<file path="config.mk">
export PLATFORM = sky130hd
export DESIGN_NAME = scram_codec_flat
export DESIGN_NICKNAME = d
export VERILOG_FILES = /design/src/rtl/scram_codec_if.sv /design/src/rtl/scram_codec.sv /design/src/flat_wrapper.sv
export SDC_FILE = /design/constraint.sdc
export NUM_CORES = 1
export LEC_CHECK = 0
export CAP_MARGIN = 10
export CORE_MARGIN = 2
export CORE_UTILIZATION = 47
export CTS_CLUSTER_SIZE = 14
export DETAILED_ROUTE_END_ITERATION = 8
export PLACE_DENSITY_LB_ADDON = 0.15
export SYNTH_ARGS = -nofsm -noshare
export SYNTH_HDL_FRONTEND = slang
export SYNTH_SLANG_ARGS = --single-unit
</file>
<file path="constraint.sdc">
create_clock -name i_clk -period 2.5 [get_ports i_clk]
set_clock_uncertainty 0.1 [all_clocks]
set_input_delay 0.375 -clock i_clk [delete_from_list [all_inputs] [get_ports i_clk]]
set_output_delay 0.375 -clock i_clk [all_outputs]
set_load 0.02 [all_outputs]
</file>
<file path="src/rtl/scram_codec_if.sv">
// Beat stream between the link framing side and the payload side of scram_codec.
// The codec takes the slave view; the upstream/downstream logic uses the master view.
interface scram_codec_if #(
  parameter int DATA_W = 8
);
  logic              i_mode;
  logic              i_valid;
  logic [DATA_W-1:0] i_data;
  logic              o_ready;
  logic              o_valid;
  logic [DATA_W-1:0] o_data;
  logic              i_ready;

  modport slave (
    input  i_mode, i_valid, i_data, i_ready,
    output o_ready, o_valid, o_data
  );

  modport master (
    output i_mode, i_valid, i_data, i_ready,
    input  o_ready, o_valid, o_data
  );
endinterface

</file>
<file path="src/rtl/scram_codec.sv">
// Self-synchronous scrambler/descrambler: DATA_W bits per beat through a LFSR_LEN-bit
// shift register of coded bits, with a registered valid/ready output and lock flag.
module scram_codec #(
  parameter int                  LFSR_LEN = 5,
  parameter logic [LFSR_LEN-1:0] TAPS     = 5'b00101,
  parameter int                  DATA_W   = 8
) (
  input  logic            i_clk,
  input  logic            i_rst_n,
  input  logic            i_clear,
  scram_codec_if.slave    bus,
  output logic            o_lock
);

  localparam int CNT_W = $clog2(LFSR_LEN + 1);
  localparam int SUM_W = CNT_W + 7;

  typedef struct packed {
    logic [LFSR_LEN-1:0] state;
    logic [DATA_W-1:0]   dout;
  } beat_t;

  // Bit k sees the register already advanced by bits 0..k-1; the output is d^fb in
  // both modes, only the bit fed back differs (the coded bit is always shifted in).
  function automatic beat_t run_beat(input logic [LFSR_LEN-1:0] state,
                                     input logic [DATA_W-1:0]   din,
                                     input logic                descr);
    beat_t r;
    logic  fb;
    logic  coded;
    r.state = state;
    r.dout  = '0;
    for (int k = 0; k < DATA_W; k++) begin
      fb        = ^(r.state & TAPS);
      r.dout[k] = din[k] ^ fb;
      coded     = descr ? din[k] : r.dout[k];
      r.state   = {coded, r.state[LFSR_LEN-1:1]};
    end
    return r;
  endfunction

  function automatic logic [CNT_W-1:0] sat_cnt(input logic [CNT_W-1:0] cnt);
    logic [SUM_W-1:0] sum;
    sum = SUM_W'(cnt) + SUM_W'(DATA_W);
    if (sum >= SUM_W'(LFSR_LEN)) return CNT_W'(LFSR_LEN);
    return sum[CNT_W-1:0];
  endfunction

  logic [LFSR_LEN-1:0] r_shift;
  logic [CNT_W-1:0]    lock_cnt;
  logic [CNT_W-1:0]    cnt_nxt;
  logic                lock_p1;
  logic                vld_p1;
  logic [DATA_W-1:0]   data_p1;
  logic                ready;
  logic                accept;
  beat_t               beat_p0;

  // p0: unrolled bit chain and handshake decision
  assign ready   = ~vld_p1 | bus.i_ready;
  assign accept  = bus.i_valid & ready & ~i_clear;
  assign beat_p0 = run_beat(r_shift, bus.i_data, bus.i_mode);
  assign cnt_nxt = sat_cnt(lock_cnt);

  always_ff @(posedge i_clk or negedge i_rst_n) begin
    if (!i_rst_n) begin
      r_shift  <= '0;
      lock_cnt <= '0;
      lock_p1  <= 1'b0;
    end else if (i_clear) begin
      r_shift  <= '0;
      lock_cnt <= '0;
      lock_p1  <= 1'b0;
    end else if (accept) begin
      r_shift  <= beat_p0.state;
      lock_cnt <= cnt_nxt;
      lock_p1  <= (cnt_nxt == CNT_W'(LFSR_LEN));
    end
  end

  // p1: output register; a pending beat is unaffected by i_clear
  always_ff @(posedge i_clk or negedge i_rst_n) begin
    if (!i_rst_n) begin
      vld_p1  <= 1'b0;
      data_p1 <= '0;
    end else if (accept) begin
      vld_p1  <= 1'b1;
      data_p1 <= beat_p0.dout;
    end else if (bus.i_ready) begin
      vld_p1  <= 1'b0;
    end
  end

  assign bus.o_ready = ready;
  assign bus.o_valid = vld_p1;
  assign bus.o_data  = data_p1;
  assign o_lock      = lock_p1;

endmodule

</file>
<file path="src/flat_wrapper.sv">
// flat-port wrapper written by rule: the top's interface ports become plain ports
module scram_codec_flat 
#(
  parameter int                  LFSR_LEN = 5,
  parameter logic [LFSR_LEN-1:0] TAPS     = 5'b00101,
  parameter int                  DATA_W   = 8
)
  (i_clk, i_rst_n, i_clear, o_lock, bus_i_mode, bus_i_valid, bus_i_data, bus_i_ready, bus_o_ready, bus_o_valid, bus_o_data);
  scram_codec_if #(.DATA_W(DATA_W)) bus_i ();
  input  logic i_clk;
  input  logic i_rst_n;
  input  logic i_clear;
  output logic o_lock;
  input wire logic [$bits(bus_i.i_mode)-1:0] bus_i_mode;
  input wire logic [$bits(bus_i.i_valid)-1:0] bus_i_valid;
  input wire logic [$bits(bus_i.i_data)-1:0] bus_i_data;
  input wire logic [$bits(bus_i.i_ready)-1:0] bus_i_ready;
  output wire logic [$bits(bus_i.o_ready)-1:0] bus_o_ready;
  output wire logic [$bits(bus_i.o_valid)-1:0] bus_o_valid;
  output wire logic [$bits(bus_i.o_data)-1:0] bus_o_data;
  assign bus_i.i_mode = bus_i_mode;
  assign bus_i.i_valid = bus_i_valid;
  assign bus_i.i_data = bus_i_data;
  assign bus_i.i_ready = bus_i_ready;
  assign bus_o_ready = bus_i.o_ready;
  assign bus_o_valid = bus_i.o_valid;
  assign bus_o_data = bus_i.o_data;
  scram_codec #(.LFSR_LEN(LFSR_LEN), .TAPS(TAPS), .DATA_W(DATA_W)) u_core (.i_clk(i_clk), .i_rst_n(i_rst_n), .i_clear(i_clear), .bus(bus_i), .o_lock(o_lock));
endmodule
</file>
== Word-level counts from Yosys, hierarchy flattened ==
Index checks and enable logic that the tools add are counted.

* Add/sub/neg operators: 1
* $lt $le $gt $ge: 1
* Equal/unequal tests: 1
* Mux-type cells: 19
* Bitwise gates (word level): 13
* Reduce and logical (&&, ||, !) cells: 10

{| class="wikitable"
|+ Operator list
! operator !! number
|-
| $reduce_xor 5->1 || 8
|-
| $mux 1 || 13
|-
| $mux 3 || 4
|-
| $ge 10x3->1 const B || 1
|-
| $mux 5 || 2
|-
| $xor 1x1->1 || 8
|-
| $add 3x4->5 const B || 1
|-
| $reduce_bool 2->1 || 2
|-
| $eq 3x3->1 const B || 1
|-
| $and 1x1->1 || 2
|-
| $not 1->1 || 2
|-
| $or 1x1->1 || 1
|}

* Register bits after elaboration: 18
* Input bits: 14
* Output and inout port bits: 11

== Longest topological paths before layout ==
Gate-level depths: netlist (run 1).

* Depth after elaboration: 11
* Depth in mapped cells: 7
* Mapped depth without buffers: 6

== Worst setup path after synthesis (run 1) ==
No wires, ideal clock.

* Path kind: register to register
* From: register u_core.vld_p1 (netlist: u_core.bus.o_valid)
* To: register u_core.data_p1[7] (netlist: u_core.bus.o_data[7])
* Arrival time: 1,546 ps
* Slack: 726 ps
* Stages on the path, launching flop included: 8
* Clock period less this slack: 1,774 ps
* Path through: dfrtp_1 > nand2b_1 > and2_1 > nor2b_1 > clkbuf_1 > and3_1 > o21ai_0 > nand3b_1

* Word-level cells in the longest chain between the ends: 4

{| class="wikitable"
|+ Ends and longest elaborated chain
! element !! line !! source
|-
| from (decl) || scram_codec.sv:53 || <nowiki>logic vld_p1;</nowiki>
|-
| from (signal assigned) || scram_codec.sv:84 || <nowiki>vld_p1 <= 1'b0;</nowiki>
|-
| from (signal assigned) || scram_codec.sv:87 || <nowiki>vld_p1 <= 1'b1;</nowiki>
|-
| from (signal assigned) || scram_codec.sv:90 || <nowiki>vld_p1 <= 1'b0;</nowiki>
|-
| $not 1->1 || scram_codec.sv:60 || <nowiki>assign ready = ~vld_p1 | bus.i_ready;</nowiki>
|-
| $or 1x1->1 || scram_codec.sv:60 ||
|-
| net bus_o_ready || flat_wrapper.sv:18 || <nowiki>output wire logic [$bits(bus_i.o_ready)-1:0] bus_o_ready;</nowiki>
|-
| $and 1x1->1 (2 in a row) || scram_codec.sv:61 || <nowiki>assign accept = bus.i_valid & ready & ~i_clear;</nowiki>
|-
| to (signal assigned) || scram_codec.sv:88 || <nowiki>data_p1 <= beat_p0.dout;</nowiki>
|-
| to (decl) || scram_codec.sv:54 || <nowiki>logic [DATA_W-1:0] data_p1;</nowiki>
|}

The timed path passes the listed nets, and every way through them passes these cells.
A chain may end at the register's enable or synchronous reset.

== Final worst setup path (run 1) ==
* From: input port bus_i_data[0]
* To: register u_core.r_shift[3]

* Word-level cells in the longest chain between the ends: 10

{| class="wikitable"
|+ Ends and longest elaborated chain
! element !! line !! source
|-
| from (decl) || flat_wrapper.sv:16 || <nowiki>input wire logic [$bits(bus_i.i_data)-1:0] bus_i_data;</nowiki>
|-
| $xor 1x1->1 || scram_codec.sv:35 || <nowiki>r.dout[k] = din[k] ^ fb;</nowiki>
|-
| $mux 1 * || scram_codec.sv:36 || <nowiki>coded = descr ? din[k] : r.dout[k];</nowiki>
|-
| $reduce_xor 5->1 * || scram_codec.sv:34 || <nowiki>fb = ^(r.state & TAPS);</nowiki>
|-
| $xor 1x1->1 * || scram_codec.sv:35 ||
|-
| $mux 1 * || scram_codec.sv:36 ||
|-
| $reduce_xor 5->1 * || scram_codec.sv:34 ||
|-
| $xor 1x1->1 * || scram_codec.sv:35 ||
|-
| $mux 1 * || scram_codec.sv:36 ||
|-
| $mux 5 * || scram_codec.sv:74 || <nowiki>end else if (accept) begin</nowiki>
|-
| $mux 5 * || scram_codec.sv:70 || <nowiki>end else if (i_clear) begin</nowiki>
|-
| to (signal assigned) || scram_codec.sv:75 || <nowiki>r_shift <= beat_p0.state;</nowiki>
|-
| to (decl) || scram_codec.sv:49 || <nowiki>logic [LFSR_LEN-1:0] r_shift;</nowiki>
|}

Mark *: on every way between the ends. The rest lies on a longest branch, timed or not. The select of a mux whose other input is x is not followed.

==> results of run 1 <==
-- how the worst max path moves through the flow --
| stage | start | end | slack [ns] | cells after the start |
|---|---|---|---|---|
| finish | bus_i_data[0] | u_core.r_shift[3] | 0.44 | 7 |
| detailed placement | bus_i_data[0] | u_core.r_shift[3] | 0.13 | 7 |
| CTS | bus_i_data[0] | u_core.r_shift[3] | 0.44 | 7 |
| floorplan | u_core.bus.o_valid | u_core.bus.o_data[7] | 0.73 | 7 |
| global placement | bus_i_data[0] | u_core.r_shift[3] | 0.24 | 7 |
| global route | bus_i_data[0] | u_core.r_shift[3] | 0.34 | 7 |
-- cell type report --
cell class / count / area, µm²
fillers: 181 / 663
multi-input cells: 86 / 566
flip-flops and latches: 15 / 375
repair buffers: 29 / 278
well taps: 27 / 33.8
clock buffers: 4 / 26.3
-- kinds of logic (layout without fill, tap and decap cells) --
logic type,after synthesis,count (layout),synth area share
AO/OA/AOI/OAI,14,14,0.0957
buffers and inverters,6,33,0.0272
AND/OR/NAND/NOR,46,46,0.230
XOR/XNOR,26,26,0.259
flip-flops,15,15,0.388
-- routing by layer --
layer,vias up,track usage,share of wire
li1,408,-,-
met1,387,0.240,0.43
met2,16,0.345,0.53
met3,2,0.0337,0.037
met4,0,0.0571,0.0046
met5,-,0,0
-- per-stage QoR --
step | setup WS (ns) | instance area, µm²
3_3_place_gp | 0.236 | 1250
5_1_grt | 0.343 | 1280
6_report | 0.444 | 1280
3_5_place_dp | 0.130 | 1250
2_1_floorplan | 0.726 | 967
4_1_cts | 0.435 | 1280
-- where the power goes --
group	internal, µW	total (µW)	switching [µW]
sequential	294	331	36.7
clock	61.9	142	80.5
combinational	204	406	203
-- flip-flops by register name, indices dropped and copies added, names as in the netlist --
register,cells
u_core.bus.o_valid,1
u_core.bus.o_data,8
u_core.o_lock,1
u_core.r_shift,5
-- tightest hold or removal path: cells and delay by family, from the launching register on --
family | cells | cell delay, ns
flip-flops | 1 | 0.35
AND/OR/NAND/NOR | 2 | 0.10
-- cell usage in the layout (no fill, tap or decap), types with 2 or more instances in the layout --
cell type,netlist,final
clkdlybuf4s50_1,0,24
xnor2_1,20,20
nand2_1,15,15
dfrtp_1,15,15
nor2_1,11,11
o21ai_0,7,7
nand3_1,5,5
buf_4,0,5
or3_1,4,4
xor2_1,3,3
xnor2_2,3,3
clkbuf_4,0,3
nand2b_1,2,2
and3_1,2,2
a211oi_1,2,2
==> results.cfg, run 1 <==
[placement]
dp.cells = 157
dpl.hpwl_um = 1560
place.gp.congestion = 0.770
place.port_buffers = 24

[min_path]
min_to = u_core.bus.o_data[1]
hp-class = reg2reg
hp-start = u_core.bus.o_data[1]
hold_path_depth = 2

[critical_path]
slowest_delay_ns = 0.51
worst_path_most_repeated_cell = xnor2_1
timing.rr.end = u_core.r_shift[3]
r2r_cells = 6
crit_family = XOR/XNOR gates
rrSetupSlack_ns = 0.56
worst-path-max-fanout = 4
critical_path_class = in2reg
setup.worst_path.start_class = input port
critPathBufInv = 1
crit_required_ns = 2.60
worst_path_max_delay_cell = clkdlybuf4s50_1
worstPathCellList = clkdlybuf4s50_1 -> xnor2_2 -> xnor2_1 -> nor2_4 -> xnor2_1 -> or3_1 -> a311oi_2
r2r_start = u_core.r_shift[3]
cp-end-kind = flop
arrival_ns = 2.15

[run]
cap_violations = 0

[logic_synthesis]
yosysTopAreaCellShare = 0.388
synth_most_common_cell = xnor2_1
synth_commonest_cells = 20 x xnor2_1, 15 x dfrtp_1, 15 x nand2_1
synthesis.nets = 121
ys_seq_area_frac = 0.388
synth_top_area_cell = dfrtp_1
syn_avg_cell_area_um2 = 9.04
yosys_register_bits = 15
synth-async-reset-ratio = 1.00
ys_types = 27
ys.flop_type = dfrtp_1
syn_inst = 107
syn_area_um2 = 967
synth-edff-count = 0
yosys-top-cells-area = dfrtp_1 39%, xnor2_1 18%, nand2_1 5.8%
yosysWarnings = 0

[die]
initial_core_util = 0.498
coreArea_mm2 = 0.00194
die_y_um = 49.4
num_rows = 16
io_pins = 25
die_area_mm2 = 0.00244
die_width_um = 49.4

[sta]
hold_violations = 0
clock.fmax_mhz = 486
fin_crit_sh = 0.822
setup_viol = 0
relSlewSlack = 0.518
worst_hold_slack_ns = 0.380
rsz0062_at_grt = no
fin_crit_ns = 2.06
final_max_slew_viol_count = 0
tightest_slew_ns = 0.721
fin_setup_tns_ns = 0

[clocking]
htree_levels = 1
clockBufferDepth = 2
clk_latency_ns = 0.28
cts_setup_buffers = 0
clk_pin_slew_ns = 0.10
cts_resized = 0
cts_tree = yes
clock_sinks = 15
numCtsBuffers = 3
cts.root.buffer_cell = clkbuf_4
ctsHoldBuffers = 0

[global_routing]
grt_remaining_overflow = 0
grt_pass1_wl_um = 3690
antenna_found_initial = 0
grt_start_max_net_pins = 16
grt_pass1_vias = 845
grtUsageTotal = 0.195

[final_layout]
diodes = 0
stdcell_count = 161
layout-drive-gt1-share = 0.104
finalNetCount = 149
areaGrowthSynthToFinish_pct = 32.2
final_util = 0.659

[power]
finalPower_uw = 880
leakage_uw = 0.000517
p_per_area_mw_per_mm2 = 688
irDropWorstVdd_v = 0.000490

[detailed_routing]
drc_errors = 0
postRouteAntennaNets = 0
wl_per_cell_um = 12.2
first_iter_violations = 6
wl_um = 1960
viasPerCell = 5.05
routed-via-count = 813
first_pass_iters = 4

[outcome]
status = completed
Note: power is estimated with default switching activity, not from simulation.
==> inputs of run 2 (changes only) <==
--- a/config.mk
+++ b/config.mk
@@ -7,7 +7,7 @@
 export LEC_CHECK = 0
 export CAP_MARGIN = 10
 export CORE_MARGIN = 2
-export CORE_UTILIZATION = 47
+export CORE_UTILIZATION = 43
 export CTS_CLUSTER_SIZE = 14
 export DETAILED_ROUTE_END_ITERATION = 8
 export PLACE_DENSITY_LB_ADDON = 0.15
==> constraint.sdc (replaced) <==
create_clock -name i_clk -period 1.7 [get_ports i_clk]
set_clock_uncertainty 0.1 [all_clocks]
set_input_delay 0.255 -clock i_clk [delete_from_list [all_inputs] [get_ports i_clk]]
set_output_delay 0.255 -clock i_clk [all_outputs]
set_load 0.02 [all_outputs]
==> run 2 against run 1 <==
The flow now finishes with violations (setup timing); clock power is 46% higher; hold slack lost 0.20 ns; clock-buffer cell count unchanged; non-clock buffer count is 26 higher; design area increased by 21%; critical path depth decreased by 1; critical path type is now reg2reg; largest power group unchanged.
==> results.cfg, run 2 (same netlist as run 1, synthesis figures left out) <==
[outcome]
violations = setup timing
status = finished, violations left

[sta]
worst_hold_slack_ns = 0.182
setup_viol = 3
tightest_slew_ns = 0.251
relSlewSlack = 0.831
hold_violations = 0
rsz0062_at_grt = yes
final_max_slew_viol_count = 0
fin_ws_ns = -0.101
fin_crit_sh = 1.06
clock.fmax_mhz = 555
fin_crit_ns = 1.80

[clocking]
cts.root.buffer_cell = clkbuf_4
clk_pin_slew_ns = 0.09
clock_sinks = 15
cts_tree = yes
numCtsBuffers = 3
clockBufferDepth = 2
clk_latency_ns = 0.28
htree_levels = 1
ctsHoldBuffers = 0

[critical_path]
cp-end-kind = flop
crit_required_ns = 1.79
arrival_ns = 1.89
worst-path-max-fanout = 3
r2r_start = u_core.r_shift[3]
timing.rr.end = u_core.r_shift[3]
rrSetupSlack_ns = -0.10
critical_path_class = reg2reg
setup.worst_path.start_class = flop
r2r_cells = 6

[final_layout]
final_common_cell = buf_4
largest_reg_flops = 8
layout-drive-gt1-share = 0.331
fillers = 168
final_cell_mix = 30 x buf_4, 22 x clkdlybuf4s50_1, 15 x xnor2_1, 15 x nand2_1, 13 x dfrtp_1
final_area_mm2 = 0.00155
areaGrowthSynthToFinish_pct = 60.3
finalNetCount = 175
diodes = 0

[die]
die_y_um = 51.4
num_rows = 17
coreArea_mm2 = 0.00217
io_pins = 25
initial_core_util = 0.446
die_area_mm2 = 0.00264
die_width_um = 51.4

[detailed_routing]
drc_errors = 0
postRouteAntennaNets = 0
routed-via-count = 927
viasPerCell = 4.93
wl_per_cell_um = 12.1
first_iter_violations = 12
wl_um = 2280
first_pass_iters = 4

[run]
cap_violations = 0

[power]
leakage_uw = 0.000679
irDropWorstVdd_v = 0.000583
p_per_area_mw_per_mm2 = 953
finalPower_uw = 1480

[placement]
placed_area_mm2 = 0.00145
place.gp.congestion = 0.836
dpl.hpwl_um = 1810
place.port_buffers = 24
pre_cts_slack_ns = -0.408

[global_routing]
grt_remaining_overflow = 0
grt_pass1_vias = 839
antenna_found_initial = 0
grtUsageTotal = 0.190
grt_pass1_wl_um = 3630
grt_start_max_net_pins = 16

[min_path]
hp-class = in2async
-- run 2: final cells by class --
type                       instances  area [µm²]  area share
tap                               28        35.0      0.0226
multi-input combinational         86         633       0.408
sequential                        15         378       0.244
clock buffer                       4        26.3      0.0169
timing repair buffer              55         478       0.308
-- run 2: worst max path at each step --
| stage | from | endpoint | slack, ns |
|---|---|---|---|
| final | u_core.r_shift[3] | u_core.r_shift[3] | -0.10 |
| after global routing | u_core.r_shift[3] | u_core.r_shift[3] | -0.20 |
| after CTS | u_core.r_shift[0] | u_core.r_shift[3] | -0.11 |
| after detailed placement | bus_i_data[0] | u_core.r_shift[3] | -0.41 |
| after global placement | bus_i_data[0] | u_core.r_shift[3] | -0.33 |
| after floorplan | u_core.r_shift[2] | u_core.r_shift[3] | -0.05 |
-- run 2: what timing repair did --
action | 4_1_cts | 5_1_grt
setup buffers | 1 | 1
resized for setup | 6 | 9
pin swaps | 5 | 8
setup endpoints to repair | 7 | 7
-- run 2: per-layer routing --
layer / vias up / GRT usage / routed length [µm] / part of all wire
li1: 461 / - / - / -
met1: 428 / 0.237 / 984 / 0.43
met2: 32 / 0.316 / 1100 / 0.48
met3: 6 / 0.0468 / 150 / 0.066
met4: 0 / 0.0702 / 46 / 0.020
met5: - / 0 / 0 / 0
-- run 2: power breakdown --
group	leakage [µW]	switching (µW)	total [µW]	internal, µW
sequential	0.000187	57.9	492	434
clock	0.0000150	116	207	91.0
combinational	0.000477	351	779	428
-- run 2: critical path, cell delays in order, from the launching register on --
cell	delay (ns)
dfrtp_2	0.46
xnor2_2	0.22
nor2_2	0.08
xnor2_2	0.15
xnor2_2	0.17
or3_4	0.35
a311oi_2	0.19
-- run 2: stage by stage --
| step | util | setup TNS (ns) | std cells |
|---|---|---|---|
| floorplan | - | -0.0469 | 107 |
| global placement | 0.668 | -1.98 | 182 |
| detailed placement | 0.668 | -2.54 | 182 |
| CTS | 0.695 | -0.127 | 187 |
| global route | 0.715 | -0.616 | 188 |
| finish | 0.715 | -0.162 | 188 |
==> inputs of run 3 (changes only) <==
--- a/config.mk
+++ b/config.mk
@@ -6,7 +6,7 @@
 export NUM_CORES = 1
 export LEC_CHECK = 0
 export CAP_MARGIN = 10
-export CORE_MARGIN = 2
+export CORE_MARGIN = 4
 export CORE_UTILIZATION = 43
 export CTS_CLUSTER_SIZE = 14
 export DETAILED_ROUTE_END_ITERATION = 8
==> run 3 against run 2 <==
The run still ends with setup timing left; clock power increased by 6%; critical endpoint unchanged; sequential power increased by 1%; largest cell class unchanged; design area increased by 0.65%.
==> results.cfg, run 3 (same netlist as run 1, synthesis figures left out) <==
[final_layout]
final_cell_mix = 26 x buf_4, 22 x clkdlybuf4s50_1, 15 x nand2_1
finalNetCount = 171
final_util = 0.764
diodes = 0
fillers = 151
areaGrowthSynthToFinish_pct = 61.3
final_common_cell = buf_4
largest_reg_flops = 8
layout-drive-gt1-share = 0.340

[detailed_routing]
viasPerCell = 5.20
first_iter_violations = 15
routed-via-count = 952
first_pass_iters = 4
drc_errors = 0
wl_um = 2630
postRouteAntennaNets = 0
wl_per_cell_um = 14.4

[die]
initial_core_util = 0.474
die_width_um = 55.4
die_area_mm2 = 0.00307
coreArea_mm2 = 0.00204
die_y_um = 55.4
io_pins = 25
num_rows = 16

[power]
leakage_uw = 0.000687
irDropWorstVdd_v = 0.000557
p_per_area_mw_per_mm2 = 967

[sta]
fin_crit_sh = 1.07
fin_setup_tns_ns = -0.235
fin_ws_ns = -0.118
fin_crit_ns = 1.82
hold_violations = 0
rsz0062_at_grt = yes
tightest_slew_ns = 0.293
relSlewSlack = 0.804
final_max_slew_viol_count = 0
worst_hold_slack_ns = 0.167
clock.fmax_mhz = 550
setup_viol = 4

[clocking]
clk_latency_ns = 0.29
htree_levels = 1
numCtsBuffers = 3
clock_sinks = 15
clk_pin_slew_ns = 0.11
clockBufferDepth = 2
cts_tree = yes
cts.root.buffer_cell = clkbuf_4

[critical_path]
arrival_ns = 1.92
crit_required_ns = 1.80
worst-path-max-fanout = 3
setup.worst_path.start_class = flop
critical_path_class = reg2reg
cp-end-kind = flop

[outcome]
status = finished, violations left
violations = setup timing

[run]
cap_violations = 0

[placement]
place.gp.congestion = 0.855
dpl.hpwl_um = 1860
place.port_buffers = 24

[global_routing]
grtUsageTotal = 0.171
grt_start_max_net_pins = 16
antenna_found_initial = 0
grt_pass1_wl_um = 4270
grt_remaining_overflow = 0
grt_pass1_vias = 968

[min_path]
hp-class = in2async
==> run 3: power by group <==
part / leakage (µW) / internal, µW / total, µW / switching, µW
Clock: 0.0000177 / 87.4 / 219 / 131
Sequential: 0.000187 / 434 / 498 / 63.8
Combinational: 0.000482 / 431 / 793 / 362
==> run 3: path summary, 6_finish.rpt <==
kind | slack [ns] | cells past startpoint | startpoint | to
max | -0.12 | 6 | u_core.r_shift[2] | u_core.r_shift[3]
min | 0.17 | 2 | i_rst_n | u_core.o_lock
max reg2reg | -0.12 | 6 | u_core.r_shift[2] | u_core.r_shift[3]
min reg2reg | 0.38 | 2 | u_core.bus.o_data[5] | u_core.bus.o_data[5]
max in group asynchronous | 1.13 | 2 | i_rst_n | u_core.r_shift[4]
min in group i_clk | 0.38 | 2 | u_core.bus.o_data[5] | u_core.bus.o_data[5]
==> run 3: per-layer routing <==
layer	part of all wire	track usage	vias up
li1	-	-	455
met1	0.40	0.197	462
met2	0.54	0.313	33
met3	0.054	0.0373	2
met4	0.0068	0.0486	0
met5	0	0	-
==> run 3: timing repair <==
action,CTS,global route
pin swaps,5,7
buffers inserted,1,1
cloned,0,0
resized for setup,4,14
hold buffers,0,0
hold endpoints to repair,0,0
endpoints found under the setup margin,5,7
==> run 3: critical path, cell delays in order, from the launching register on <==
cell and delay [ns]:
dfrtp_1 0.47, xnor2_2 0.25, xnor2_2 0.17, nor2_4 0.06, xnor2_2 0.14, or3_1 0.33, a311oi_2 0.20
==> run 3: through the flow <==
step	std cells	setup slack [ns]	cell area [µm²]	total power (µW)
4_1_cts	183	-0.0810	1470	1440
3_3_place_gp	178	-0.323	1430	1200
2_1_floorplan	107	-0.0469	982	874
6_report	183	-0.118	1560	1510
3_5_place_dp	178	-0.419	1430	1220
5_1_grt	183	-0.173	1560	1600
==> run 3: area by class of cell <==
cell class                 count  area, µm²  area share
timing repair buffer          51        448       0.287
clock inverter                 1       5.00     0.00321
multi-input combinational     86        673       0.431
sequential                    15        378       0.242
clock buffer                   3       22.5      0.0144
tap                           27       33.8      0.0217
